$ cat config.mk
export PLATFORM = sky130hd
export DESIGN_NAME = fp_sub_result_buffer
export DESIGN_NICKNAME = d
export VERILOG_FILES = /design/src/rtl/fp_sub_result_buffer.sv
export SDC_FILE = /design/constraint.sdc
export NUM_CORES = 1
export LEC_CHECK = 0
export BUFFER_PORTS_ARGS = -buffer_cell sky130_fd_sc_hd__buf_4
export CAP_MARGIN = 20
export CORE_MARGIN = 3
export CORE_UTILIZATION = 40
export DETAILED_ROUTE_END_ITERATION = 12
export PLACE_DENSITY = 0.63
export SKIP_CTS_REPAIR_TIMING = 1
export SYNTH_ARGS = -nofsm -noshare
export SYNTH_HDL_FRONTEND = slang
export SYNTH_SLANG_ARGS = --single-unit
$ cat constraint.sdc
create_clock -name clk -period 2.1 [get_ports clk]
set_input_delay 0.105 -clock clk [delete_from_list [all_inputs] [get_ports clk]]
set_output_delay 0.105 -clock clk [all_outputs]
set_load 0.02 [all_outputs]
$ cat src/rtl/fp_sub_result_buffer.sv
// Elastic FIFO stage behind the FP subtractor, with sticky status flags and a saturating result count.
// Optional build macro FP_SUB_RES_FLUSH_TINY_EN: tiny results are stored as signed zero with zero/inexact flags set.
module fp_sub_result_buffer #(
  parameter int sig_width = 23,
  parameter int exp_width = 8,
  parameter int DEPTH     = 4,
  parameter int CNT_W     = 16,
  localparam int W        = sig_width + exp_width + 1,
  localparam int AW       = $clog2(DEPTH),
  localparam int LW       = AW + 1
) (
  input  logic             clk,
  input  logic             rst_n,
  input  logic             in_valid,
  output logic             in_ready,
  input  logic [W-1:0]     in_z,
  input  logic [7:0]       in_status,
  output logic             out_valid,
  input  logic             out_ready,
  output logic [W-1:0]     out_z,
  output logic [7:0]       out_status,
  output logic [7:0]       sticky_status,
  input  logic             sticky_clr,
  output logic [CNT_W-1:0] result_cnt,
  output logic [LW-1:0]    level
);

  typedef struct packed {
    logic [W-1:0] z;
    logic [7:0]   status;
  } entry_t;

  entry_t          mem [DEPTH];
  entry_t          entry_in;
  logic [AW-1:0]   wr_ptr, rd_ptr;
  logic [LW-1:0]   cnt;
  logic            push, pop;

  assign level     = cnt;
  assign in_ready  = (cnt != LW'(DEPTH));
  assign out_valid = (cnt != '0);
  assign push      = in_valid & in_ready;
  assign pop       = out_valid & out_ready;

  // Head is gated so an empty buffer shows zeros even though storage keeps stale data.
  assign out_z      = out_valid ? mem[rd_ptr].z      : '0;
  assign out_status = out_valid ? mem[rd_ptr].status : '0;

  always_comb begin
    entry_in.z      = in_z;
    entry_in.status = in_status;
`ifdef FP_SUB_RES_FLUSH_TINY_EN
    if (in_status[3]) begin
      entry_in.z      = {in_z[W-1], {(W-1){1'b0}}};
      entry_in.status = in_status | 8'h21;
    end
`endif
  end

  always_ff @(posedge clk) begin
    if (push) mem[wr_ptr] <= entry_in;
  end

  always_ff @(posedge clk or negedge rst_n) begin
    if (!rst_n) begin
      wr_ptr <= '0;
      rd_ptr <= '0;
      cnt    <= '0;
    end else begin
      if (push) wr_ptr <= wr_ptr + AW'(1);
      if (pop)  rd_ptr <= rd_ptr + AW'(1);
      case ({push, pop})
        2'b10:   cnt <= cnt + LW'(1);
        2'b01:   cnt <= cnt - LW'(1);
        default: cnt <= cnt;
      endcase
    end
  end

  // Clear wins over accumulation; a push in the clear cycle survives.
  always_ff @(posedge clk or negedge rst_n) begin
    if (!rst_n) begin
      sticky_status <= '0;
      result_cnt    <= '0;
    end else begin
      if (sticky_clr) sticky_status <= push ? entry_in.status : 8'h00;
      else            sticky_status <= sticky_status | (push ? entry_in.status : 8'h00);
      if (push && (result_cnt != '1)) result_cnt <= result_cnt + CNT_W'(1);
    end
  end

endmodule

==> out/qor.json <==
{
  "synth_adder_area_share_pct": 1.262,
  "yosysWarnings": 0,
  "num_rows": 49,
  "dr.max_layer_used": "met4",
  "detailedRoute.firstIterationViolations": 202,
  "first_pass_grt_wire_length_mm": 23.25,
  "synthSimpleGateAreaFrac_pct": 7.238,
  "net_switching_component_of_the_power_mw": 4.763,
  "hold_path.startpoint": "out_ready",
  "synth_top_family_by_area": "multiplexers",
  "numCtsBuffers": 17,
  "async_s_r_ff_share_synth_pct": 16.23,
  "initial_antenna_violation_count": 0,
  "cts_clk_pin_slew_worst_paths_ns": 0.07,
  "clock_insertion_delay_at_the_later_pin_of_the_skew_report_ns": 0.42,
  "yosysTopAreaCell": "edfxtp_1",
  "nNetsFinal": 630,
  "met3_routed_wl_um": 799,
  "clock_sink_count": 191,
  "synth.top_cells.by_count": "edfxtp_1 (160), and2_1 (42), mux4_2 (40)",
  "cp.arrival_ns": 1.96,
  "drt_wl_cell_um": 18.89,
  "synth-xor-area-share_pct": 2.440,
  "yosys.cell_count.top_type": "edfxtp_1",
  "grt_pass1_vias": 4296,
  "worst_slew_margin_rel_pct": 65.40,
  "setup.worst_path.class": "flop to primary output",
  "min_path_type": "primary input to flop",
  "postSynthNetCount": 446,
  "design_area_um2": 10180,
  "drt-total-wl_mm": 15.49,
  "ratio_of_final_minimum_period_to_clock_period_pct": 98.44,
  "placed_standard_cell_area_um2": 8818,
  "fmax_mhz": 483.7,
  "cts_tree": "yes",
  "multi_input_comb_area_um2": 1908,
  "postRouteAntennaNets": 0,
  "vias_per_cell": 5.016,
  "switching_share_pct": 31.99,
  "post_synth_instance_area_um2": 7537,
  "worst_r2r_startpoint": "level[1]",
  "startpoint": "rd_ptr[0]",
  "chipWidth_um": 143.3,
  "number_of_flops_mapped_to_enable_cells_by_yosys": 160,
  "initial_utilization_pct": 41.39,
  "max-cap-violations": 0,
  "post_synth.cell_area_avg_um2": 19.13,
  "level_count_of_the_clock_h_tree": 4,
  "synth_top_cell_area_share_pct": 63.75,
  "n_fill_cell": 1418,
  "met1_length_mm": 6.798,
  "synth.yosys.seq_area_share_pct": 74.04,
  "power.leakage_nw": 3.841,
  "clock_power_share_pct": 20.9,
  "hold_ws_ns": 0.07202,
  "worst-slew-pin-transition_ns": 0.5059,
  "clk_root_buffer_cell": "clkbuf_16",
  "pre_cts_slack_ns": 0.05555,
  "yosysUniqueCellTypes": 34,
  "synth_cells": 394,
  "worst_ep_required_time_ns": 2.00,
  "fp.dieH_um": 143.3,
  "ys.flop_type": "edfxtp_1",
  "synth_mux_area_share_pct": 12.28,
  "wl_met2_mm": 7.712,
  "coreArea_um2": 18210,
  "element_type_at_the_critical_path_end": "primary output",
  "vdd_drop_max_uv": 773.3,
  "outcome": "completed",
  "final-hold-violation-count": 0,
  "power_frac_comb_pct": 43.9,
  "timing.final.crit_period_ns": 2.067,
  "report.final.setup_viol": 0,
  "diodes": 0,
  "synth-seq-cells": 191,
  "seq_area_um2": 5589,
  "yosys-top-cells-area": "edfxtp_1 (64%), mux4_2 (12%), dfrtp_1 (10%)",
  "synth-compound-area-share_pct": 0.8134,
  "worstPathMaxFanout": 6,
  "timing.final.ws_setup_ns": 0.03277,
  "design.portCount": 114,
  "power-per-cell-area_nw_per_um2": 1463,
  "share_seq_of_total_power_pct": 35.2,
  "global_route_congestion_overflow_total": 0,
  "p_int_mw": 10.13,
  "area_growth_syn_to_layout_pct": 35.03,
  "dr_total_vias": 4113,
  "largest_net_degree_at_the_start_of_global_routing": 42,
  "firstDrtPassIters": 4,
  "cp-start-kind": "flop",
  "post-dp-hpwl_mm": 9.429,
  "globalplace.congestion": 0.7930,
  "clk_path_buf_depth": 2,
  "grt.total_usage_pct": 15.10,
  "finalClockSkew_ns": 0.007169,
  "dieArea_um2": 20530,
  "drive_gt1_share_pct": 43.82,
  "portBuffers": 113,
  "unrepaired_setup_endpoints_after_global_routing": "yes",
  "finalMaxSlewViolations": 0,
  "drt_drc_violations_left": 0
}
-- through the flow --
stage / util [%] / TNS [ns] / power (mW) / cells
5_1_grt: 55.89 / -0.2543 / 15.64 / 820
2_1_floorplan: - / -0.2626 / 8.563 / 394
3_5_place_dp: 48.43 / 0 / 10.78 / 734
6_report: 55.89 / 0 / 14.89 / 820
4_1_cts: 51.58 / -0.8556 / 13.93 / 766
3_3_place_gp: 48.43 / 0 / 10.71 / 734
-- flip-flops by register name (all words and copies together), names as in the netlist --
name           flops
mem              160
result_cnt        16
sticky_status      8
level              3
rd_ptr             2
wr_ptr             2
-- path summary, 6_finish.rpt --
kind                                      end  slack, ns  cells past startpoint
worst max-delay path            out_status[4]       0.03                      5
worst min-delay path                rd_ptr[0]       0.07                      3
worst max register to register       level[2]       0.07                      9
worst min register to register       level[2]       0.50                      1
max in group asynchronous           rd_ptr[0]       1.60                      2
min in group asynchronous       result_cnt[5]       0.16                      2
-- layout by cell type, fill, tap and decap left out, drive strengths merged, types with 3 or more instances in the layout --
master,n
dlygate4sd3,42
buf,136
inv,25
o21ai,9
nand2,15
xnor2,13
nand3,6
mux4,40
nand4,4
dfrtp,31
ha,6
xor2,8
clkbuf,21
clkinv,3
and2,44
and3,6
edfxtp,160
and4,4
-- cells by family after synthesis --
| kind of cell | Yosys count |
|---|---|
| flops | 191 |
| simple gates | 89 |
| mux | 42 |
| buf+inv | 33 |
| xor+xnor | 21 |
| compound gates | 11 |
| fa+ha+maj | 7 |
-- metal layers --
metal  vias up  global-route usage (%)
met5         -                       0
met4         0                   4.906
met1      2102                   18.99
met2       102                   25.27
li1       1894                       -
met3        15                   4.555
-- power groups by stage --
stage / clock (mW) / combinational, mW / sequential [mW]
6_report: 3.12 / 6.54 / 5.24
3_5_place_dp: 0 / 5.44 / 5.34
2_1_floorplan: 0 / 3.18 / 5.38
3_3_place_gp: 0 / 5.41 / 5.29
4_1_cts: 3.20 / 5.45 / 5.27
5_1_grt: 3.35 / 6.96 / 5.32
-- cell type report --
class,count,area share (%)
clock buffer,17,4.180
sequential,191,54.92
tap,229,2.815
multi-input combinational,170,18.75
inverter,16,0.6393
timing repair buffer,182,17.24
clock inverter,15,1.463
-- critical path, cell delays in order (launching register included) --
cell and delay, ns:
dfrtp_4 0.50, buf_12 0.16, clkbuf_16 0.16, mux4_2 0.43, and2_4 0.17, buf_6 0.12
Note: power is estimated with default switching activity, not from simulation.
